## src/rtl/sdram_burst_sched.sv

```systemverilog
// Burst scheduler above sdram_top: round-robin between write and read bursts,
// keeps the SDRAM write/read pointers as a circular buffer with an occupancy count.
module sdram_burst_sched #(
   parameter int BURST_LEN = 8,
   parameter int FIFO_AW   = 10,
   parameter int ADDR_W    = 22,
   parameter int TIMEOUT   = 4095
) (
   input  logic               s_clk,
   input  logic               s_rst,
   input  logic               init_done,
   input  logic [FIFO_AW-1:0] wfifo_usedw,
   input  logic [FIFO_AW-1:0] rfifo_usedw,
   input  logic               rd_allow,
   input  logic               wr_done,
   input  logic               rd_done,
   output logic               wr_tring,
   output logic               rd_tring,
   output logic [ADDR_W-1:0]  wr_addr,
   output logic [ADDR_W-1:0]  rd_addr,
   output logic [ADDR_W:0]    stored,
   output logic               busy,
   output logic               timeout_err
);

   localparam int CNT_W = $clog2(TIMEOUT + 1);

   localparam logic [ADDR_W:0]    CAP      = {1'b1, {ADDR_W{1'b0}}};
   localparam logic [ADDR_W:0]    BURST_S  = (ADDR_W + 1)'(BURST_LEN);
   localparam logic [ADDR_W:0]    FULL_LIM = CAP - BURST_S;
   localparam logic [ADDR_W-1:0]  BURST_A  = ADDR_W'(BURST_LEN);
   localparam logic [FIFO_AW-1:0] BURST_F  = FIFO_AW'(BURST_LEN);
   localparam logic [FIFO_AW-1:0] RF_LIM   = {FIFO_AW{1'b1}} - BURST_F;
   localparam logic [CNT_W-1:0]   CNT_LAST = CNT_W'(TIMEOUT - 1);

   typedef enum logic [1:0] {IDLE, ARB, WR_WAIT, RD_WAIT} state_t;
   typedef enum logic {GRANT_WR, GRANT_RD} grant_t;

   state_t            state, state_nxt;
   grant_t            last_grant, last_grant_nxt;
   logic [CNT_W-1:0]  wait_cnt, wait_cnt_nxt;
   logic              wr_tring_nxt, rd_tring_nxt, timeout_err_nxt;
   logic [ADDR_W-1:0] wr_addr_nxt, rd_addr_nxt;
   logic [ADDR_W:0]   stored_nxt;
   logic              wr_ok, rd_ok;

   assign wr_ok = (wfifo_usedw >= BURST_F) && (stored <= FULL_LIM);
   assign rd_ok = rd_allow && (stored >= BURST_S) && (rfifo_usedw <= RF_LIM);
   assign busy  = (state == WR_WAIT) || (state == RD_WAIT);

   always_comb begin
      // NOTE: every signal gets a default first so no path leaves one unassigned (no latch).
      state_nxt       = state;
      last_grant_nxt  = last_grant;
      wait_cnt_nxt    = wait_cnt;
      wr_tring_nxt    = 1'b0;
      rd_tring_nxt    = 1'b0;
      timeout_err_nxt = timeout_err;
      wr_addr_nxt     = wr_addr;
      rd_addr_nxt     = rd_addr;
      stored_nxt      = stored;

      unique case (state)
         IDLE: begin
            if (init_done) state_nxt = ARB;
         end
         ARB: begin
            wait_cnt_nxt = '0;
            // last_grant only moves when both sides competed for the slot.
            if (wr_ok && (!rd_ok || last_grant == GRANT_RD)) begin
               state_nxt    = WR_WAIT;
               wr_tring_nxt = 1'b1;
               if (rd_ok) last_grant_nxt = GRANT_WR;
            end else if (rd_ok) begin
               state_nxt    = RD_WAIT;
               rd_tring_nxt = 1'b1;
               if (wr_ok) last_grant_nxt = GRANT_RD;
            end
         end
         WR_WAIT: begin
            if (wr_done) begin
               wr_addr_nxt = wr_addr + BURST_A;
               stored_nxt  = stored + BURST_S;
               state_nxt   = ARB;
            end else if (wait_cnt == CNT_LAST) begin
               timeout_err_nxt = 1'b1;
               state_nxt       = ARB;
            end else begin
               wait_cnt_nxt = wait_cnt + 1'b1;
            end
         end
         RD_WAIT: begin
            if (rd_done) begin
               rd_addr_nxt = rd_addr + BURST_A;
               stored_nxt  = stored - BURST_S;
               state_nxt   = ARB;
            end else if (wait_cnt == CNT_LAST) begin
               timeout_err_nxt = 1'b1;
               state_nxt       = ARB;
            end else begin
               wait_cnt_nxt = wait_cnt + 1'b1;
            end
         end
         default: state_nxt = IDLE;
      endcase
   end

   // NOTE: sequential state uses non-blocking assignments so every register samples pre-edge values.
   always_ff @(posedge s_clk) begin
      if (s_rst) begin
         state       <= IDLE;
         last_grant  <= GRANT_RD;
         wait_cnt    <= '0;
         wr_tring    <= 1'b0;
         rd_tring    <= 1'b0;
         timeout_err <= 1'b0;
         wr_addr     <= '0;
         rd_addr     <= '0;
         stored      <= '0;
      end else begin
         state       <= state_nxt;
         last_grant  <= last_grant_nxt;
         wait_cnt    <= wait_cnt_nxt;
         wr_tring    <= wr_tring_nxt;
         rd_tring    <= rd_tring_nxt;
         timeout_err <= timeout_err_nxt;
         wr_addr     <= wr_addr_nxt;
         rd_addr     <= rd_addr_nxt;
         stored      <= stored_nxt;
      end
   end

endmodule

```

## config.mk

```make
export PLATFORM = sky130hd
export DESIGN_NAME = sdram_burst_sched
export DESIGN_NICKNAME = d
export VERILOG_FILES = /design/src/rtl/sdram_burst_sched.sv
export SDC_FILE = /design/constraint.sdc
export NUM_CORES = 1
export LEC_CHECK = 0
export ABC_CLOCK_PERIOD_IN_PS = 4510
export BUFFER_PORTS_ARGS = -buffer_cell sky130_fd_sc_hd__buf_2
export CORE_ASPECT_RATIO = 1.25
export CORE_UTILIZATION = 55
export CTS_CLUSTER_DIAMETER = 30
export DETAILED_ROUTE_END_ITERATION = 8
export MAX_ROUTING_LAYER = met4
export PLACE_DENSITY = 0.83
export SLEW_MARGIN = 20
export SYNTH_ARGS = -nofsm -noshare
export SYNTH_HDL_FRONTEND = slang
export SYNTH_SLANG_ARGS = --single-unit
```

## constraint.sdc

```tcl
create_clock -name s_clk -period 4.51 [get_ports s_clk]
set_input_delay 0.6765 -clock s_clk [delete_from_list [all_inputs] [get_ports s_clk]]
set_output_delay 0.6765 -clock s_clk [all_outputs]
set_load 0.02 [all_outputs]
```

==> results of run 1 <==
## power by group
part           switching [mW]  internal [mW]  total, mW
combinational          0.0929         0.0570      0.150
sequential             0.0220          0.680      0.702
clock                   0.280          0.321      0.600
## synthesized netlist by cell type, drive strengths merged, types with 7 or more instances
master   n  share of area (%)
xor2    29                6.3
xnor2   19                4.1
clkbuf  12                1.1
nand3   18                2.2
nor4    13                2.0
a21oi   20                2.5
nand4   16                2.5
nor3    18                2.6
dfxtp   76                 38
nand2   33                3.1
inv     14                1.3
nor2    77                7.1
or3     20                3.1
o21ai   24                3.0
buf     19                3.0
ha       7                2.2
## stage by stage
stage / hold WS, ps / std cells / util (%) / total power, mW
CTS: 493 / 661 / 66.5 / 1.46
global route: 531 / 661 / 66.5 / 1.51
floorplan: 453 / 503 / - / 0.835
detailed placement: 480 / 645 / 63.3 / 0.865
global placement: 468 / 645 / 63.3 / 0.860
finish: 493 / 661 / 66.5 / 1.45
## logic make-up after synthesis
kind of cell	Yosys count	synth area share (%)
AOI/OAI and AO/OA	72	11.4
xor gates and xnor gates	48	10.4
adders and majority gates	7	2.16
buffers and inverters	45	5.44
DFF	76	37.6
muxes	6	1.89
other	1	0.0926
and+or+nand+nor	240	31.0
## worst min path at each step
stage	cells past startpoint	endpoint	start	slack (ps)
finish	2	timeout_err$_SDFFE_PP0P_	timeout_err$_SDFFE_PP0P_	490
global route	2	wait_cnt[11]$_SDFFE_PP0P_	wait_cnt[11]$_SDFFE_PP0P_	530
CTS	2	rd_addr[4]$_SDFFE_PP0P_	rd_addr[4]$_SDFFE_PP0P_	490
detailed placement	2	rd_addr[4]$_SDFFE_PP0P_	rd_addr[4]$_SDFFE_PP0P_	480
global placement	2	timeout_err$_SDFFE_PP0P_	timeout_err$_SDFFE_PP0P_	470
floorplan	1	rd_tring$_SDFF_PP0_	last_grant$_SDFFE_PP1P_	450
## layout make-up
cell class	instances	area share [%]
Clock buffer	9	2.65
Inverter	14	1.13
Multi-Input combinational cell	382	50.0
Timing Repair Buffer	83	9.00
Clock inverter	7	2.22
Sequential cell	76	32.6
Tap cell	90	2.41
## routing by layer
layer / routed length (µm) / track usage [%] / up-vias
met3: 377 / 4.67 / 25
met4: 248 / 11.5 / 0
met2: 4670 / 42.4 / 111
met5: 0 / - / -
li1: - / - / 1863
met1: 3800 / 29.3 / 1778
## sequential cells by signal (all words and copies together), names as in the netlist
| register | count |
|---|---|
| last_grant | 1 |
| timeout_err | 1 |
| rd_addr | 19 |
| rd_tring | 1 |
| state | 2 |
| wait_cnt | 12 |
| stored | 20 |
| wr_addr | 19 |
| wr_tring | 1 |
## critical path, delay by kind of cell (launching register included)
kind,cells,cell delay (ps)
simple gates,4,1460
flops,1,720
xor+xnor,1,170
==> results.md, run 1 <==
* CP cell instances: nand2_1 -> or3_1 -> nor3_1 -> xnor2_1 -> nor2_1
* Worst-Margin Slew at 644 ps
* Htree depth at 3
* Fillcell total at 621
* Mapped Cells at 495
* Setup CP Type: flop to flop
* Reg area at 0.00152 mm²
* Worst setup path endpoint: rd_addr[18]$_SDFFE_PP0P_
* Commonest non-fill, non-tap cells in the layout: 81 x buf_2, 77 x nor2_1, 76 x dfxtp_1
* Clock slew at reported path FFs at 90 ps
* Post-CTS sizing at 0
* Worst R2R Start: state[1]$_SDFFE_PP0P_
* Final setup margin at 2030 ps
* CTS max path bufs at 2
* Starting DRC count in detailed routing at 266
* Setup crit start: state[1]$_SDFFE_PP0P_
* Yosys Warn Count at 0
* Worst R2R End: rd_addr[18]$_SDFFE_PP0P_
* Crit-path max FO at 19
* Crit end category: flop
* Max Cap Viol at 0
* Hold-fix buffers at CTS at 0
* Area growth syn-to-layout at 15.4%
* Fin. max-slew vios at 0
* #FFs+latches synth at 76
* Leak Pwr at 1.84 nW
* Die height at 97.9 µm
* Top_reg_cell synth: dfxtp_1
* Vias in the first global route at 3500
* Post-synth cell types at 59
* Multi-input gate area at 0.00234 mm²
* Clk_skew at 10.6 ps
* Req. time, crit path at 4740 ps
* Unrepaired setup endpoints after global routing: false
* Relative slew slack at 56.7%
* Commonest non-fill, non-tap cell in the layout: buf_2
* EDFF count, synth at 0
* CP arrival at 2710 ps
* Highest clock rate at 0.404 GHz
* Remaining antenna violation count at 0
* Postcts setup bufs at 0
* Die W at 78.7 µm
* Setup TNS at 0 ps
* Pre-CTS setup slack at 2050 ps
* R2R cell count at 5
* Vias per inst at 5.71
* # rows at 34
* Cell Area, Placed at 0.00444 mm²
* Ports at 97
* Syn_area_per_cell at 8.18 µm²
* Largest stage delay, worst path at 720 ps
* Final worst path period share at 54.9%
* Largest net degree at the start of global routing at 51
* Synth async-reset ratio at 0%
* CTS root buf: clkbuf_8
* Global-route wire length before repair at 15400 µm
* Min-Delay Path Class: flop to flop
* Hpwl dp at 6420 µm
* Wire per inst at 13.8 µm
* PwrDens at 311 mW/mm²
* Skew-Pair Late Insertion Delay at 350 ps
* Nets at 599
* Clock sinks at 76
* GRT Total Usage at 25.4%
* Min cycle time layout at 2480 ps
* TritonRoute pass-1 iters at 4
* Layout cells sized above 1 at 20.1%
* DRC viols at 0
* Initial core utilization at 57.7%
* CTS tree: yes
* Critical path launch point type: flop
* Final setup violation count at 0
* Outcome: finished clean
* Crit-path slowest cell: dfxtp_1
* Syn Std Cell Area at 0.00405 mm²
* Routability Congestion at 0.883
* Final hold vios at 0
* # diodes at 0
* Post-route cell area at 0.00467 mm²
* Routed WL at 9090 µm
* IO buf count at 81
* Total gr overflow at 0
* Core area at 0.00702 mm²
* Number of buffers created by CTS at 9
* Initial antenna violation count at 0
* Peak supply drop at 0.246 mV
* Die ar. at 0.00771 mm²
* R2R setup slack at 2030 ps
* Sequential share of the synthesized area at 37.6%
* DR vias at 3777
(Power assumes the default switching activity.)
==> inputs of run 2 (changes only) <==
--- a/config.mk
+++ b/config.mk
@@ -5,14 +5,15 @@
 export SDC_FILE = /design/constraint.sdc
 export NUM_CORES = 1
 export LEC_CHECK = 0
-export ABC_CLOCK_PERIOD_IN_PS = 4510
+export ABC_AREA = 1
+export ABC_CLOCK_PERIOD_IN_PS = 2070
 export BUFFER_PORTS_ARGS = -buffer_cell sky130_fd_sc_hd__buf_2
 export CORE_ASPECT_RATIO = 1.25
-export CORE_UTILIZATION = 55
+export CORE_UTILIZATION = 49
 export CTS_CLUSTER_DIAMETER = 30
 export DETAILED_ROUTE_END_ITERATION = 8
 export MAX_ROUTING_LAYER = met4
-export PLACE_DENSITY = 0.83
+export PLACE_DENSITY = 0.77
 export SLEW_MARGIN = 20
 export SYNTH_ARGS = -nofsm -noshare
 export SYNTH_HDL_FRONTEND = slang
==> constraint.sdc (replaced) <==
create_clock -name s_clk -period 2.07 [get_ports s_clk]
set_input_delay 0.3105 -clock s_clk [delete_from_list [all_inputs] [get_ports s_clk]]
set_output_delay 0.3105 -clock s_clk [all_outputs]
set_load 0.02 [all_outputs]
==> run 2 against run 1 <==
Compared with the run above:
- sequential cell count is the same
- final area up 7.9%
- critical path depth is 5 higher
- combinational power is 100% higher
- die area up 21%
- critical path type unchanged
- sequential share of layout area fell by 2.4 points
- clock-buffer cell count is 1 higher
- core utilization shrank 8.3 points
- hold slack worse by 180 ps
- register-to-register slack got worse by 1800 ps
- power grew 99%
==> results.md, run 2 <==
* Outcome: finished clean
* Biggest regs: stored: 20 flops, rd_addr: 19 flops, wr_addr: 19 flops
* Final hold vios at 0 (unchanged)
* Reg area at 0.00152 mm² (about the same)
* Commonest non-fill, non-tap cell in the layout: nand2_1
* Max reg flops at 20 (unchanged)
* Routability Congestion at 0.931 (+5.4%)
* GRT Total Usage at 24.5% (-0.94 points)
* Biggest register: stored
* Design Power at 2.88 mW (+99%)
* Clock sinks at 76 (unchanged)
* Critical path launch point type: flop
* Fin. max-slew vios at 0 (unchanged)
* Starting DRC count in detailed routing at 255 (-4.1%)
* Mapped Cells at 676 (+37%)
* Post-synthesis compound-gate area fraction at 13.7% (+2.3 points)
* Wire per inst at 12.1 µm (-12%)
* Post-synth cell types at 42 (-29%)
* Multi-input gate area at 0.00245 mm² (+4.9%)
* PwrDens at 572 mW/mm² (+84%)
* Min cycle time layout at 1810 ps (-670 ps)
* Simple-gate share of the synthesized area at 37.5% (+6.5 points)
* Crit end category: flop
* Commonest non-fill, non-tap cells in the layout: 156 x nand2_1, 114 x nor2_1, 81 x buf_2
* CTS root buf: clkbuf_8
* Vias per inst at 5.23 (-8.5%)
* Syn_area_per_cell at 6.46 µm² (-21%)
* Skew-Pair Late Insertion Delay at 370 ps (+20 ps)
* Final setup margin at 262 ps (-1770 ps)
* Placed Instances at 866 (+34%)
* Clk_skew at 14.2 ps (+3.55 ps)
* Global-route wire length before repair at 17800 µm (+15%)
* Postcts setup bufs at 0 (unchanged)
* Core area at 0.00865 mm² (+23%)
* Remaining antenna violation count at 0 (unchanged)
* Peak supply drop at 0.306 mV (+24%)
* Area share of the largest cell type after synthesis at 34.8% (-2.8 points)
* Max Cap Viol at 0 (unchanged)
* Initial antenna violation count at 0 (unchanged)
* DRC viols at 0 (unchanged)
* Final cell count without fillers at 882 (+33%)
* Highest clock rate at 0.553 GHz (+37%)
* Die W at 86.5 µm (+9.8%)
* Syn Std Cell Area at 0.00437 mm² (+7.9%)
* Hpwl dp at 7800 µm (+21%)
* Req. time, crit path at 2330 ps (-2410 ps)
* Top_reg_cell synth: dfxtp_1
* Top cells by instance count after synthesis: 156 x nand2_1, 114 x nor2_1, 76 x dfxtp_1
* CTS tree: yes
* Unrepaired setup endpoints after global routing: false
* Sequential share of the synthesized area at 34.8% (-2.8 points)
* DR vias at 4612 (+22%)
* #FFs+latches synth at 76 (unchanged)
* Area leader, netlist: dfxtp_1
* Final setup violation count at 0 (unchanged)
* Layout cells sized above 1 at 17.1% (-3.1 points)
* Post-route cell area at 0.00504 mm² (+7.9%)
* Die ar. at 0.00930 mm² (+21%)
* Total gr overflow at 0 (unchanged)
* Vias in the first global route at 4208 (+20%)
* # rows at 38 (+12%)
* Number of buffers created by CTS at 9 (unchanged)
* Yosys Warn Count at 0 (unchanged)
* Hold Worst Slack at 310 ps (-183 ps)
* Largest net degree at the start of global routing at 28 (-45%)
* Fillcell total at 868 (+40%)
* Setup CP Type: flop to flop
* Setup TNS at 0 ps (unchanged)
* Xor/xnor share of the synthesized area at 1.80% (-8.6 points)
* Initial core utilization at 50.5% (-7.2 points)
* Area growth syn-to-layout at 15.3% (about the same)
* Die height at 108 µm (+9.9%)
* Ports at 97 (unchanged)
* TritonRoute pass-1 iters at 6 (+2)
* R2R setup slack at 260 ps (-1770 ps)
* Largest family of logic cells by synthesized area: simple AND/OR/NAND/NOR gates
* Nets at 790 (+32%)
* Synth async-reset ratio at 0% (unchanged)
* Htree depth at 3 (unchanged)
* Util after Layout at 58.2% (-8.3 points)
* Adder-Cell Fraction of Synth Area at 2.00% (-0.16 points)
* Cell Area, Placed at 0.00485 mm² (+9.3%)
* Final worst path period share at 87.3% (+32 points)
* CP arrival at 2060 ps (-650 ps)
* # diodes at 0 (unchanged)
* EDFF count, synth at 0 (unchanged)
* Leak Pwr at 2.17 nW (+18%)
* Pre-CTS setup slack at 179 ps (-1870 ps)
* Routed WL at 10700 µm (+17%)
* Area contributors post-synth: dfxtp_1 35%, nand2_1 13%, nor2_1 9.8%
* Crit-path max FO at 17 (-2)
* Min-Delay Path Class: input pin to flop
* Mux contribution to synthesized area at 0.229% (-1.7 points)
* Most numerous cell in the Yosys netlist: nand2_1
* CTS max path bufs at 2 (unchanged)
* Clock slew at reported path FFs at 70 ps (-20 ps)
* IO buf count at 81 (unchanged)
==> run 2: area by class of cell <==
class / count / area share, %
inverters: 73 / 5.44
clock inverters: 6 / 0.919
flip-flops and latches: 76 / 30.2
well taps: 120 / 2.98
repair buffers: 88 / 9.09
clock buffers: 10 / 2.73
multi-input cells: 509 / 48.6
==> run 2: worst max-delay path, stage by stage (launching register included) <==
cell	delay [ps]
dfxtp_1	460
nand2_4	200
nor2_8	190
inv_2	110
nand2_4	200
nor2_2	60
nand2_2	90
inv_2	100
nand2_1	90
xor2_1	150
nor2_1	50
==> run 2: path summary, 6_finish.rpt <==
kind / end / cells past startpoint / from
setup / recovery: wait_cnt[7]$_SDFFE_PP0P_ / 10 / state[0]$_SDFFE_PP0P_
hold / removal: state[0]$_SDFFE_PP0P_ / 5 / init_done
setup reg to reg: wait_cnt[7]$_SDFFE_PP0P_ / 10 / state[0]$_SDFFE_PP0P_
hold reg to reg: rd_tring$_SDFF_PP0_ / 1 / last_grant$_SDFFE_PP1P_
==> run 2: power by group <==
group          internal (mW)  leakage, nW  switching (mW)
clock network          0.476       0.0893           0.603
registers               1.48        0.613          0.0244
logic                 0.0933         1.47           0.208
total                   2.05         2.17           0.836
==> run 2: layer usage <==
layer  up-vias  GRT usage, %  routed length, µm
li1       2333             -                  -
met2       129          41.4               5310
met1      2134          28.1               4710
met5         -             -                  0
met3        16          4.68                468
met4         0          10.7                179
==> run 2: cell families (layout without fill, tap and decap cells) <==
family	after synthesis	after routing
simple gates	371	371
compound gates	112	112
buf+inv	99	177
flops	76	76
xor+xnor	9	9
fa+ha+maj	7	7
other cells	1	9
mux	1	1
==> run 2: repair_timing <==
item / in CTS / in global routing
setup endpoints to repair: 0 / 3
gates resized for setup: 0 / 1
hold buffers: 0 / 0
==> inputs of run 3 (changes only) <==
--- a/config.mk
+++ b/config.mk
@@ -14,6 +14,7 @@
 export DETAILED_ROUTE_END_ITERATION = 8
 export MAX_ROUTING_LAYER = met4
 export PLACE_DENSITY = 0.77
+export REMOVE_ABC_BUFFERS = 1
 export SLEW_MARGIN = 20
 export SYNTH_ARGS = -nofsm -noshare
 export SYNTH_HDL_FRONTEND = slang
==> run 3 against run 2 <==
Compared with the run above:
- final cell count down 0.11%
- critical path depth up 1
- fmax up 1.9%
- highest routed layer unchanged
- combinational power down 2%
- global-route usage down 0.89 points
- sequential share of layout area down 0.49 points
- final area up 1.6%
- sequential power about the same
- non-clock buffer count down 1
- clock power up 41%
==> results.md, run 3 (synthesis results as in run 2) <==
* Final setup margin at 295 ps (+33.0 ps)
* Pre-CTS setup slack at 308 ps (+129 ps)
* Setup TNS at 0 ps (unchanged)
* Vias in the first global route at 4116 (-2.2%)
* Die W at 86.5 µm (unchanged)
* Initial antenna violation count at 0 (unchanged)
* Outcome: finished clean
* Post-route cell area at 0.00512 mm² (+1.6%)
* DR vias at 4517 (-2.1%)
* Die height at 108 µm (unchanged)
* Highest clock rate at 0.563 GHz (+1.9%)
* Routability Congestion at 0.866 (-7.0%)
* Wire per inst at 11.6 µm (-3.8%)
* Biggest regs: stored: 20 flops, rd_addr: 19 flops, wr_addr: 19 flops
* TritonRoute pass-1 iters at 5 (-1)
* Die ar. at 0.00930 mm² (unchanged)
* Layout cells sized above 1 at 16.8% (-0.24 points)
* Core area at 0.00865 mm² (unchanged)
* Total gr overflow at 0 (unchanged)
* Design Power at 3.31 mW (+15%)
* Unrepaired setup endpoints after global routing: false
* Htree depth at 3 (unchanged)
* Final worst path period share at 85.7% (-1.6 points)
* Global-route wire length before repair at 17200 µm (-3.1%)
* Hpwl dp at 7730 µm (-0.84%)
* IO buf count at 81 (unchanged)
* Max reg flops at 20 (unchanged)
* GRT Total Usage at 23.6% (-0.89 points)
* Fin. max-slew vios at 0 (unchanged)
* Clock sinks at 76 (unchanged)
* Crit-path max FO at 22 (+5)
* Remaining antenna violation count at 0 (unchanged)
* CP arrival at 2040 ps (-20 ps)
* Commonest non-fill, non-tap cell in the layout: nand2_1
* Final cell count without fillers at 881 (-0.11%)
* Clock slew at reported path FFs at 80 ps (about the same)
* Min cycle time layout at 1770 ps (-33.0 ps)
* Max Cap Viol at 0 (unchanged)
* Post-CTS sizing at 0 (unchanged)
* # diodes at 0 (unchanged)
* Initial core utilization at 50.5% (unchanged)
* Nets at 789 (-0.13%)
* Crit end category: flop
* CTS root buf: clkbuf_8
* Leak Pwr at 2.21 nW (+1.9%)
* Biggest register: stored
* Starting DRC count in detailed routing at 287 (+13%)
* Number of buffers created by CTS at 9 (unchanged)
* Hold-fix buffers at CTS at 0 (unchanged)
* Skew-Pair Late Insertion Delay at 350 ps (-20 ps)
* CTS tree: yes
* Routed WL at 10300 µm (-3.9%)
* DRC viols at 0 (unchanged)
* Min-Delay Path Class: input pin to flop
* Vias per inst at 5.13 (-1.9%)
* Ports at 97 (unchanged)
* Setup CP Type: flop to flop
* Final hold vios at 0 (unchanged)
* PwrDens at 647 mW/mm² (+13%)
* CTS max path bufs at 2 (unchanged)
* Area growth syn-to-layout at 17.2%
* Placed Instances at 865 (-0.12%)
* Critical path launch point type: flop
* # rows at 38 (unchanged)
* Cell Area, Placed at 0.00485 mm² (-0.15%)
* Largest net degree at the start of global routing at 27 (-3.6%)
* Req. time, crit path at 2330 ps (about the same)
* Clk_skew at 8.82 ps (-5.35 ps)
* Postcts setup bufs at 0 (unchanged)
* Commonest non-fill, non-tap cells in the layout: 156 x nand2_1, 114 x nor2_1, 81 x buf_2
* Peak supply drop at 0.360 mV (+18%)
* Final setup violation count at 0 (unchanged)
run 3: cell types whose count changed in the layout (fill, tap and decap cells not counted):
cell,previous run,this run
buf_4,7,6
dfxtp_1,75,76
clkinv_4,1,0
clkinvlp_4,2,0
inv_6,2,1
bufinv_16,0,4
dfxtp_2,1,0
run 3: metrics by stage:
step | hold WS [ps] | util, %
2_1_floorplan | 380 | -
3_3_place_gp | 459 | 56.0
5_1_grt | 294 | 59.2
6_report | 287 | 59.2
3_5_place_dp | 474 | 56.0
4_1_cts | 281 | 59.2
run 3: layout make-up:
cell class,count,area [µm²]
fillers,836,3530
multi-input cells,509,2450
flip-flops and latches,76,1520
repair buffers,87,450
inverters,73,274
well taps,120,150
clock buffers,10,138
clock inverters,6,134
run 3: critical path, cell delays in order, from the launching register on:
cell and delay (ps):
dfxtp_1 380, nand2_4 130, buf_4 260, inv_2 190, o21ai_0 140, nand2_1 100
inv_1 60, nand2_1 40, nor2_1 180, nand3_1 90, nand2_1 70, nor2_1 40
run 3: final timing paths:
kind,from,endpoint,slack [ps],cells after the start
setup / recovery,state[1]$_SDFFE_PP0P_,stored[22]$_SDFFE_PP0P_,300,11
hold / removal,s_rst,wait_cnt[1]$_SDFFE_PP0P_,290,2
setup reg to reg,state[1]$_SDFFE_PP0P_,stored[22]$_SDFFE_PP0P_,300,11
hold reg to reg,wait_cnt[3]$_SDFFE_PP0P_,wait_cnt[3]$_SDFFE_PP0P_,490,1
run 3: where the power goes:
part / internal, mW / switching (mW) / total, mW
clock network: 0.958 / 0.558 / 1.52
logic: 0.0922 / 0.205 / 0.297
registers: 1.48 / 0.0231 / 1.50
total: 2.53 / 0.786 / 3.31
run 3: metal layers:
metal / vias up / part of all wire (%) / global-route usage, %
li1: 2337 / - / -
met1: 2040 / 44 / 26.5
met2: 126 / 50 / 40.9
met3: 14 / 5.1 / 4.83
met4: 0 / 1.4 / 9.29
met5: - / 0 / -
